==> src/rtl/poly_op_sequencer.sv <==
// Control sequencer for the polynomial arithmetic unit: issues memory reads, tracks in-flight results
// through a DP_LAT-deep write pipe and steers the butterfly datapath for NTT/INTT, MULT and ADDSUB.
module poly_op_sequencer #(
  parameter int ADDR_W     = 8,
  parameter int WORDS      = 32,
  parameter int NTT_PASSES = 7,
  parameter int DP_LAT     = 3
) (
  input  logic              clk,
  input  logic              rst,
  input  logic              start,
  input  logic [1:0]        mode,
  input  logic              add_or_sub,
  input  logic [ADDR_W-1:0] a_base,
  input  logic [ADDR_W-1:0] b_base,
  input  logic [ADDR_W-1:0] w_base,
  input  logic              abort,
  output logic              rd_en,
  output logic [ADDR_W-1:0] rd_addr,
  output logic              wr_en,
  output logic [ADDR_W-1:0] wr_addr,
  output logic [1:0]        dp_mode,
  output logic [2:0]        dp_stage,
  output logic              dp_type,
  output logic              dp_pre_load,
  output logic              dp_load,
  output logic              busy,
  output logic              done
);

  typedef enum logic [1:0] {S_IDLE, S_ISSUE, S_DRAIN, S_DONE} state_t;

  localparam logic [1:0] M_MULT   = 2'd2;
  localparam logic [1:0] M_ADDSUB = 2'd3;
  localparam int CNT_W = $clog2(4 * WORDS);
  localparam int DRN_W = (DP_LAT > 1) ? $clog2(DP_LAT) : 1;

  state_t            state, state_nxt;
  logic [CNT_W-1:0]  cnt;
  logic [DRN_W-1:0]  drn;
  logic [2:0]        pass_q;
  logic [1:0]        mode_q;
  logic              aos_q;
  logic [ADDR_W-1:0] a_q, b_q, w_q;
  logic              pipe_v [DP_LAT];
  logic [ADDR_W-1:0] pipe_a [DP_LAT];

  logic              issue_last, drain_last, pass_last, is_ntt;
  logic              issue_res;
  logic [ADDR_W-1:0] issue_waddr;

  assign is_ntt     = !mode_q[1];
  assign drain_last = (drn == DRN_W'(DP_LAT - 1));
  assign pass_last  = (pass_q == 3'(NTT_PASSES - 1));

  // NOTE: every combinational output is given a default before the case so no latch is inferred.
  always_comb begin
    state_nxt   = state;
    issue_last  = 1'b0;
    issue_res   = 1'b0;
    issue_waddr = '0;
    rd_en       = 1'b0;
    rd_addr     = '0;
    dp_stage    = '0;
    dp_type     = 1'b0;
    dp_pre_load = 1'b0;
    dp_load     = 1'b0;
    busy        = (state == S_ISSUE) || (state == S_DRAIN);
    done        = (state == S_DONE);
    dp_mode     = mode_q;

    case (mode_q)
      M_ADDSUB: issue_last = (cnt == CNT_W'(2 * WORDS - 1));
      M_MULT:   issue_last = (cnt == CNT_W'(4 * WORDS - 1));
      default:  issue_last = (cnt == CNT_W'(WORDS - 1));
    endcase

    if (state == S_ISSUE) begin
      case (mode_q)
        M_ADDSUB: begin
          // Even counts fetch operand A, odd counts fetch B and produce the result.
          rd_en       = 1'b1;
          rd_addr     = (cnt[0] ? b_q : a_q) + ADDR_W'(cnt >> 1);
          dp_pre_load = !cnt[0];
          dp_load     = cnt[0];
          dp_stage    = {2'b00, cnt[0]};
          dp_type     = aos_q;
          issue_res   = cnt[0];
          issue_waddr = w_q + ADDR_W'(cnt >> 1);
        end
        M_MULT: begin
          rd_en       = !cnt[1];
          rd_addr     = cnt[1] ? '0 : (cnt[0] ? b_q : a_q) + ADDR_W'(cnt >> 2);
          dp_pre_load = (cnt[1:0] == 2'd0);
          dp_load     = (cnt[1:0] == 2'd1);
          dp_stage    = {1'b0, cnt[1:0]};
          dp_type     = cnt[0];
          issue_res   = (cnt[1:0] == 2'd3);
          issue_waddr = w_q + ADDR_W'(cnt >> 2);
        end
        default: begin
          rd_en       = 1'b1;
          rd_addr     = ((pass_q == '0) ? a_q : w_q) + ADDR_W'(cnt);
          dp_stage    = pass_q;
          dp_type     = cnt[0];
          issue_res   = 1'b1;
          issue_waddr = w_q + ADDR_W'(cnt);
        end
      endcase
    end else if (state == S_DRAIN && is_ntt) begin
      dp_stage = pass_q;
    end

    case (state)
      S_IDLE:  if (start) state_nxt = S_ISSUE;
      S_ISSUE: if (abort) state_nxt = S_IDLE;
               else if (issue_last) state_nxt = S_DRAIN;
      S_DRAIN: if (abort) state_nxt = S_IDLE;
               else if (drain_last) state_nxt = (is_ntt && !pass_last) ? S_ISSUE : S_DONE;
      default: state_nxt = S_IDLE;
    endcase
  end

  assign wr_en   = pipe_v[DP_LAT-1];
  assign wr_addr = pipe_v[DP_LAT-1] ? pipe_a[DP_LAT-1] : '0;

  // NOTE: sequential state uses non-blocking assignments only, so every flop sees pre-edge values.
  always_ff @(posedge clk) begin
    if (rst) begin
      state  <= S_IDLE;
      cnt    <= '0;
      drn    <= '0;
      pass_q <= '0;
      mode_q <= '0;
      aos_q  <= 1'b0;
      a_q    <= '0;
      b_q    <= '0;
      w_q    <= '0;
      // NOTE: the write pipe is a handful of flops, not a RAM, so it is cleared here; a stale valid would fire a spurious write.
      for (int k = 0; k < DP_LAT; k++) begin
        pipe_v[k] <= 1'b0;
        pipe_a[k] <= '0;
      end
    end else begin
      state <= state_nxt;
      case (state)
        S_IDLE: if (start) begin
          cnt    <= '0;
          drn    <= '0;
          pass_q <= '0;
          mode_q <= mode;
          aos_q  <= add_or_sub;
          a_q    <= a_base;
          b_q    <= b_base;
          w_q    <= w_base;
        end
        S_ISSUE: cnt <= issue_last ? '0 : cnt + 1'b1;
        S_DRAIN: begin
          drn <= drain_last ? '0 : drn + 1'b1;
          if (drain_last) pass_q <= pass_q + 3'd1;
        end
        default: ;
      endcase

      if (abort && busy) begin
        for (int k = 0; k < DP_LAT; k++) begin
          pipe_v[k] <= 1'b0;
          pipe_a[k] <= '0;
        end
      end else begin
        pipe_v[0] <= issue_res;
        pipe_a[0] <= issue_waddr;
        for (int k = 1; k < DP_LAT; k++) begin
          pipe_v[k] <= pipe_v[k-1];
          pipe_a[k] <= pipe_a[k-1];
        end
      end
    end
  end

endmodule

==> config.mk <==
export PLATFORM = sky130hd
export DESIGN_NAME = poly_op_sequencer
export DESIGN_NICKNAME = d
export VERILOG_FILES = /design/src/rtl/poly_op_sequencer.sv
export SDC_FILE = /design/constraint.sdc
export NUM_CORES = 1
export LEC_CHECK = 0
export ABC_AREA = 1
export BUFFER_PORTS_ARGS = -buffer_cell sky130_fd_sc_hd__buf_2
export CAP_MARGIN = 25
export CORE_ASPECT_RATIO = 1.4
export CORE_UTILIZATION = 30
export CTS_BUF_LIST = sky130_fd_sc_hd__clkbuf_8
export CTS_CLUSTER_DIAMETER = 200
export DETAILED_ROUTE_END_ITERATION = 6
export PLACE_DENSITY_LB_ADDON = 0.3
export SETUP_SLACK_MARGIN = 0.5
export SLEW_MARGIN = 20
export SYNTH_ARGS = -nofsm -noshare
export SYNTH_HDL_FRONTEND = slang
export SYNTH_SLANG_ARGS = --single-unit
export TNS_END_PERCENT = 5
==> constraint.sdc <==
create_clock -name clk -period 2.3 [get_ports clk]
set_input_delay 0.115 -clock clk [delete_from_list [all_inputs] [get_ports clk]]
set_output_delay 0.115 -clock clk [all_outputs]
set_load 0.005 [all_outputs]
# Yosys cells after proc, flatten, opt, wreduce, memory -nomap -nowiden
# Memories as Yosys holds them, arrays and structs flattened.
# Cells that the tools add are included.
dict set report totals {
  reg_bits 41
  ramBits 27
  inputBits 31
  wordCells 124
  mem_count 2
}
dict set report op_classes {
  n_addsub 9
  n_eq_ne 16
  muxes 58
  n_bitwise 12
  reduce_logical 18
}
# memory depth word_bits rd rd_ports_with_merged_regs write_ports line
set memory_table {}
lappend memory_table {pipe_a 3 8 3 0 3 46} ;# logic [ADDR_W-1:0] pipe_a [DP_LAT];
lappend memory_table {pipe_v 3 1 3 0 3 45} ;# logic pipe_v [DP_LAT];
# operator count
set op_table {}
lappend op_table {{8-bit 2-to-1 mux} 12}
lappend op_table {{8-bit one-hot mux with 2 select lines} 2}
lappend op_table {{1-bit 2-to-1 mux} 21}
lappend op_table {{8-bit by 5-bit adder with 8-bit output} 2}
lappend op_table {{8-bit by 6-bit adder with 8-bit output} 2}
lappend op_table {{8-bit by 7-bit adder with 8-bit output} 2}
lappend op_table {{2-bit 2-to-1 mux} 8}
lappend op_table {{7-bit 2-to-1 mux} 2}
lappend op_table {{7-bit one-hot mux with 2 select lines} 1}
lappend op_table {{2-bit equality test (second input constant)} 6}
lappend op_table {{3-bit 2-to-1 mux} 4}
lappend op_table {{1-bit bitwise OR} 12}
lappend op_table {{3-bit one-hot mux with 2 select lines} 2}
lappend op_table {{1-bit one-hot mux with 2 select lines} 4}
lappend op_table {{7-bit by 1-bit adder with 7-bit output (second input constant)} 1}
lappend op_table {{7-bit by 5-bit equality test with 1-bit output (second input constant)} 1}
lappend op_table {{7-bit by 6-bit equality test with 1-bit output (second input constant)} 1}
lappend op_table {{7-bit equality test (second input constant)} 1}
lappend op_table {{3-bit inequality test (second input constant)} 2}
lappend op_table {{2-bit one-hot mux with 3 select lines} 1}
lappend op_table {{2-bit AND reduction} 3}
lappend op_table {{3-bit AND reduction} 2}
lappend op_table {{2-bit by 1-bit equality test with 1-bit output (second input constant)} 2}
lappend op_table {{1-bit zero test} 4}
lappend op_table {{other kinds (10)} 15}

# Longest topological paths before layout
# Gate-level depths: netlist of run 1.
dict set report logic_depth {
  word_depth 8
  depth_mapped 17
}

# Least setup slack after synthesis of run 1
# Ideal clock, no wire load.
dict set report synth_timing {
  path_type {flip-flop to output port}
  start {reg pass_q[0]}
  end {out rd_addr[4]}
  arrival_ns 2.226
  path_slack_ns -0.041
  stages_incl_launch_ff 14
  path_buffers 1
  cell_sequence {dfxtp_1 > inv_1 > ha_1 > nand2_1 > clkbuf_1 > nand2_1 > o21ai_0 > ha_1 > inv_1 > fa_1 > o21ai_0 > or2_2 > a21oi_1 > nor3_1}
}
dict set report synth_via {
  elab_chain_cells 5
}
# item line
set synth_lines {}
lappend synth_lines {{from (decl)} 41} ;# logic [2:0] pass_q;
lappend synth_lines {{from (signal assigned)} 160} ;# if (drain_last) pass_q <= pass_q + 3'd1;
lappend synth_lines {{3-bit zero test} 103} ;# rd_addr = ((pass_q == '0) ? a_q : w_q) + ADDR_W'(cnt);
lappend synth_lines {{8-bit 2-to-1 mux} 103}
lappend synth_lines {{8-bit by 7-bit adder with 8-bit output} 103}
lappend synth_lines {{8-bit one-hot mux with 2 select lines} 79} ;# case (mode_q)
lappend synth_lines {{8-bit 2-to-1 mux} 78} ;# if (state == S_ISSUE) begin
lappend synth_lines {{to (decl)} 19} ;# output logic [ADDR_W-1:0] rd_addr,
# Every way passes these cells.

# Worst setup path in the final report of run 1
dict set report layout_timing {
  start {reg pass_q[0]}
  end {out rd_addr[6]}
}
# Same word-level chain as after synthesis.

==> out/qor.csv, run 1 <==
metric,value,unit
grt_usage,16.6,%
cp-end-kind,output pin,
hold_class,in -> reg,
violations,negative setup slack,
cap_viol_max_count,0,
viasPerCell,4.60,
drt_iter0_drc,190,
r2r_cells,15,
synth_flop_cell,dfxtp_1,
min_to,w_q[0]$_SDFFE_PP0P_,
timing.final.hold_violations,0,
portBuffers,58,
fmax,399,MHz
grt_antenna_before_repair,0,
seq_area_frac_synth,36.3,%
grt-ovfl-total,0,
cts_root_buf,clkbuf_8,
seq_area,1650,um^2
grt_pass1_vias,4121,
path_class,reg -> out,
core-area,14600,um^2
antennaDiodeCount,0,
fillers,1564,
syn_area,4500,um^2
fin_ws,-0.205,ns
die-area,15500,um^2
slew_headroom,50.7,%
drv_slew,0,
clk_latency,0.36,ns
outcome,"complete, but fails checks",
cts_max_level,3,
multi_input_area,2930,um^2
cts_tree,yes,
path_clk_slew,0.08,ns
fin_nets,822,
worstReg2RegStart,cnt[0]$_SDFFE_PP0P_,
leakagePower,0.00283,uW
fin_crit,2.51,ns
ctsLongestPathBuffers,2,
yosysWarnings,0,
synthTopCellsByArea,"dfxtp_1 18%, edfxtp_1 18%, ha_1 10%",
cp_max_fo,8,
start_util,30.9,%
die_x,105,um
grt_setup_unrepaired,true,
cts_num_sinks,68,
drc,0,
required,2.18,ns
critPathArrivalTime,2.39,ns
dp_hpwl,9550,um
power.density,969,nW/um^2
yosysUniqueCellTypes,40,
grt_pass1_wl,20000,um
tightest_slew,0.738,ns
yosys.area.top_type,dfxtp_1,
cts_made_buffers,9,
routed_wl,12400,um
fp-row-count,52,
place.gp.congestion,0.900,
synthCells,619,
syn_avg_cell_area,7.26,um^2
whs_path_depth,3,
synthArstFlopShare,0,%
yosysMostFrequentCell,nand2_1,
ant_nets,0,
yosysTopAreaCellShare,18.3,%
area_delta_synth_final,36.4,%
synth_seq_cells,68,
synth_edf_count,27,
worst_setup_path_start_kind,flop,
vias,4343,
reg2reg_slack,0.06,ns
final_cell_area,6140,um^2
ioPinCount,59,
wire_per_inst,13.1,um
grt_max_degree,43,
r2r-end,pipe_a[0][6]$_SDFFCE_PN0P_,
final_core_util,42.1,%
min_from,w_base[0],
ys_top_cells_by_count,"108 x nand2_1, 84 x nor2_1, 83 x inv_1, 56 x a21oi_1, 54 x o21ai_0",
drive_gt1_share,30.8,%
total_power,5950,uW
die_h,147,um
fin_crit_sh,109,%
place_area,5430,um^2
finalSetupViolCount,7,
vdd_drop_max,0.575,mV
fin_skew,0.0160,ns
firstDrtPassIters,5,
-- cell usage in the layout (no fill, tap or decap), drive strengths merged --
cell type | Yosys | layout
a21oi | 58 | 58
dlygate4sd3 | 0 | 4
bufinv | 0 | 2
o221ai | 3 | 3
nor3 | 3 | 3
o22ai | 5 | 5
clkinvlp | 0 | 1
nand4 | 9 | 9
mux2 | 1 | 1
ha | 36 | 36
xor2 | 5 | 5
dfxtp | 41 | 41
nand2 | 112 | 113
buf | 7 | 108
edfxtp | 27 | 27
o21a | 2 | 2
inv | 92 | 96
a211oi | 1 | 1
o21bai | 1 | 1
a221oi | 1 | 1
a31oi | 1 | 1
o21ai | 60 | 60
a22oi | 1 | 1
xnor2 | 3 | 3
or2 | 9 | 9
o211ai | 1 | 1
fa | 4 | 4
nor2 | 85 | 85
nor3b | 1 | 1
nand3 | 38 | 38
conb | 1 | 27
clkbuf | 11 | 9
-- metrics by stage --
stage / cells / setup TNS (ns) / hold slack, ns / worst slack [ns]
finish: 945 / -1.02 / 0.0130 / -0.205
global route: 945 / -2.11 / 0.0124 / -0.350
CTS: 942 / -1.36 / 0.000523 / -0.246
detailed placement: 917 / 0 / 0.371 / 0.00387
global placement: 917 / -0.00746 / 0.368 / -0.00746
floorplan: 645 / 0 / 0.282 / 0.231
-- worst max path at each step --
| stage | depth (start not counted) | end | from |
|---|---|---|---|
| 3_5_place_dp | 14 | rd_addr[2] | pass_q[0]$_SDFFE_PP0P_ |
| 2_1_floorplan | 16 | pipe_a[0][6]$_SDFFCE_PN0P_ | dp_mode[1]$_SDFFE_PP0P_ |
| 4_1_cts | 13 | rd_addr[6] | cnt[0]$_SDFFE_PP0P_ |
| 3_3_place_gp | 14 | rd_addr[2] | pass_q[0]$_SDFFE_PP0P_ |
| 5_1_grt | 15 | rd_addr[7] | pass_q[0]$_SDFFE_PP0P_ |
| 6_report | 12 | rd_addr[6] | pass_q[0]$_SDFFE_PP0P_ |
-- cells by family after synthesis --
family,count (synthesis),synth area share [%]
AO/OA/AOI/OAI,134,16.2
XOR/XNOR,8,1.56
adder cells (fa/ha/maj),40,11.8
buffers and inverters,110,9.71
flip-flops,68,36.3
multiplexers,1,0.250
other,1,0.0834
AND/OR/NAND/NOR,257,24.1
-- power by group --
group	internal, uW	total (uW)	switching (uW)
clock	629	1150	520
combinational	1310	3100	1790
sequential	1510	1690	184
-- timing repair --
| action | 4_1_cts | 5_1_grt |
|---|---|---|
| hold buffers | 4 | 0 |
| setup buffers | 4 | 3 |
| setup endpoints to repair | 21 | 34 |
| cloned | 1 | 0 |
| hold endpoints to repair | 4 | 0 |
| resized for setup | 46 | 53 |
| pin swaps | 25 | 25 |
-- worst max-delay path, cell delays in order (launching register included) --
cell and delay (ns):
dfxtp_2 0.33, inv_2 0.07, ha_4 0.19, nand2_8 0.08, mux2_4 0.33, ha_4 0.26, buf_4 0.14, a21oi_4 0.11
nand3_2 0.09, o21ai_1 0.12, a21oi_1 0.05, nor2_1 0.13, buf_2 0.14
-- layer usage --
layer | vias to the layer above | GRT usage, % | share of wire [%]
li1 | 2283 | - | -
met1 | 1914 | 18.8 | 42
met2 | 106 | 28.6 | 49
met3 | 40 | 3.19 | 3.3
met4 | 0 | 10.4 | 5.2
met5 | - | 0 | 0
-- final cells by class --
cell class	count	area share [%]
sequential	68	26.8
clock inverter	7	1.71
tap	189	3.85
clock buffer	9	2.02
multi-input combinational	468	47.8
inverter	92	5.83
timing repair buffer	112	12.0
-- registers in the layout, indices dropped and copies added, names as in the netlist, 3 cells and up --
signal,cells
pipe_a,24
a_q,8
b_q,8
w_q,8
cnt,7
pass_q,3
pipe_v,3
Note: power is estimated with default switching activity, not from simulation.
==> run 2, diff against run 1 <==
--- a/config.mk
+++ b/config.mk
@@ -6,5 +6,4 @@
 export NUM_CORES = 1
 export LEC_CHECK = 0
-export ABC_AREA = 1
 export BUFFER_PORTS_ARGS = -buffer_cell sky130_fd_sc_hd__buf_2
 export CAP_MARGIN = 25
==> constraint.sdc (replaced) <==
create_clock -name clk -period 2.6 [get_ports clk]
set_input_delay 0.13 -clock clk [delete_from_list [all_inputs] [get_ports clk]]
set_output_delay 0.13 -clock clk [all_outputs]
set_load 0.05 [all_outputs]
==> out/qor.csv, run 2 <==
metric,value,unit
clk_latency,0.35,ns
drv_slew,0,
grt_max_degree,43,
dp_hpwl,9390,um
synth_xor_area_share,3.54,%
cts_root_buf,clkbuf_8,
crit_start,pass_q[0]$_SDFFE_PP0P_,
die-area,15200,um^2
die_h,146,um
yosysTopAreaCellShare,18.6,%
ctsLongestPathBuffers,2,
worstReg2RegStart,cnt[0]$_SDFFE_PP0P_,
final_common_cell,nand2_1,
synthTopCellsByArea,"dfxtp_1 19%, edfxtp_1 18%, ha_1 10%",
cts_max_level,3,
cp_max_fo,5,
drive_gt1_share,29.1,%
grt_usage,16.8,%
vdd_drop_max,0.406,mV
tns,-2.80,ns
ys_top_cells_by_count,"74 x nand2_1, 57 x a21oi_1, 41 x dfxtp_1, 39 x nor2_1, 36 x ha_1",
synthAdderAreaFrac,12.0,%
cts_made_buffers,9,
seq_area_frac_synth,36.9,%
yosysMostFrequentCell,nand2_1,
critPathMaxStageDelay,0.37,ns
required,2.47,ns
drc,0,
fin_skew,0.00947,ns
crit_end,rd_addr[6],
total_power,3920,uW
viasPerCell,4.85,
tightest_slew,0.497,ns
syn_area,4420,um^2
cts_tree,yes,
yosys.area.top_type,dfxtp_1,
worst_setup_path_start_kind,flop,
die_x,105,um
crit_chain,inv_2 -> ha_1 -> nor2b_4 -> buf_6 -> mux2_4 -> ha_4 -> inv_2 -> fa_2 -> nand2b_4 -> a21oi_2 -> o21a_1 -> nor3_1 -> o32a_1 -> a21oi_4 -> buf_6,
leakagePower,0.00252,uW
yosysUniqueCellTypes,54,
fmax,311,MHz
slew_headroom,66.8,%
cp_top_family,compound AO/OA/AOI/OAI gates,
fin_crit_sh,124,%
routed_wl,12300,um
synth_edf_count,27,
antennaDiodeCount,0,
timing.final.hold_violations,0,
grt_antenna_before_repair,0,
synth_flop_cell,dfxtp_1,
portBuffers,58,
place.gp.congestion,0.888,
ant_nets,0,
core-area,14400,um^2
fin_nets,705,
reg2reg_slack,0.20,ns
grt_pass1_wl,20100,um
firstDrtPassIters,4,
cts_num_sinks,68,
crit_slowest_cell,o32a_1,
path_class,reg -> out,
path_clk_slew,0.07,ns
start_util,30.6,%
wire_per_inst,14.8,um
regMostFlops,pipe_a,
r2r_cells,12,
power.density,670,nW/um^2
synth_seq_cells,68,
vias,4016,
fin_crit,3.21,ns
synth-compound-area-share,18.1,%
fin_ws,-0.614,ns
ioPinCount,59,
outcome,"complete, but fails checks",
synth_mux_area_share,5.57,%
synthCells,511,
fp-row-count,52,
syn_avg_cell_area,8.66,um^2
r2r-end,pipe_a[0][6]$_SDFFCE_PN0P_,
path_buf_inv,4,
synthSimpleGateAreaFrac,19.5,%
grt_pass1_vias,4105,
drt_iter0_drc,141,
largest_reg_flops,24,
final_cell_mix,"73 x nand2_1, 54 x buf_4, 48 x a21oi_1, 47 x buf_2, 37 x nor2_1",
worst-path-stages,15,
grt_setup_unrepaired,true,
finalSetupViolCount,7,
synthArstFlopShare,0,%
violations,negative setup slack,
area_delta_synth_final,32.2,%
synth_top_family_by_area,simple AND/OR/NAND/NOR gates,
hold_class,in -> reg,
cp-end-kind,output pin,
cap_viol_max_count,0,
yosysWarnings,0,
critPathArrivalTime,3.08,ns
grt-ovfl-total,0,
==> run 2: layout make-up <==
cell class,count,area (um^2)
sequential,68,1650
timing repair buffer,113,768
fill,1495,8600
clock buffer,9,124
inverter,19,71.3
clock inverter,7,91.3
tap,189,236
multi-input combinational,423,2900
==> run 2: worst min path at each step <==
stage / depth (start not counted) / startpoint / endpoint
after floorplan: 2 / mode[1] / dp_mode[1]$_SDFFE_PP0P_
after global placement: 3 / mode[0] / dp_mode[0]$_SDFFE_PP0P_
after detailed placement: 3 / b_base[7] / b_q[7]$_SDFFE_PP0P_
after CTS: 3 / a_base[6] / a_q[6]$_SDFFE_PP0P_
after global routing: 3 / b_base[2] / b_q[2]$_SDFFE_PP0P_
final: 3 / mode[0] / dp_mode[0]$_SDFFE_PP0P_
==> run 2: timing repair <==
item / in CTS / in global routing
pin swaps: 4 / 4
setup buffers: 1 / 0
gates cloned: 1 / 0
setup endpoints to repair: 14 / 26
hold buffers: 3 / 0
endpoints found under the hold margin: 3 / 0
resized for setup: 31 / 32
==> run 2: worst register-to-register path, delay by kind of cell, from the launching register on <==
kind | cells | cell delay (ns)
AOI/OAI and AO/OA | 5 | 0.72
adders and majority gates | 2 | 0.56
buffers and inverters | 2 | 0.23
DFF | 1 | 0.38
and+or+nand+nor | 3 | 0.26
==> run 2: power breakdown <==
part           switching (uW)  internal (uW)
clock network             423            539
registers                94.8           1240
logic                     996            627
total                    1510           2400
==> run 2: logic make-up (layout without fill, tap and decap cells) <==
family	count (synthesis)	in the layout
adders and majority gates	40	40
xor gates and xnor gates	17	17
muxes	23	23
AOI/OAI and AO/OA	130	130
other	1	27
and+or+nand+nor	186	186
buffers and inverters	46	148
DFF	68	68
==> run 2: layer usage <==
layer	track usage, %	up-vias	part of all wire (%)
met5	0	-	0
met3	2.33	24	2.9
met2	31.0	89	52
met4	7.54	0	3.1
li1	-	2021	-
met1	18.9	1882	42
==> run 2: stage by stage <==
step | instance area, um^2 | cells | utilization (%) | hold slack, ns | setup slack (ns)
finish | 5850 | 828 | 40.5 | 0.0113 | -0.614
global route | 5850 | 828 | 40.5 | 0.00526 | -0.737
CTS | 5770 | 828 | 40.0 | 0.000331 | -0.617
detailed placement | 5370 | 807 | 37.2 | 0.376 | -0.378
global placement | 5370 | 807 | 37.2 | 0.362 | -0.362
floorplan | 4600 | 537 | - | 0.258 | -0.269
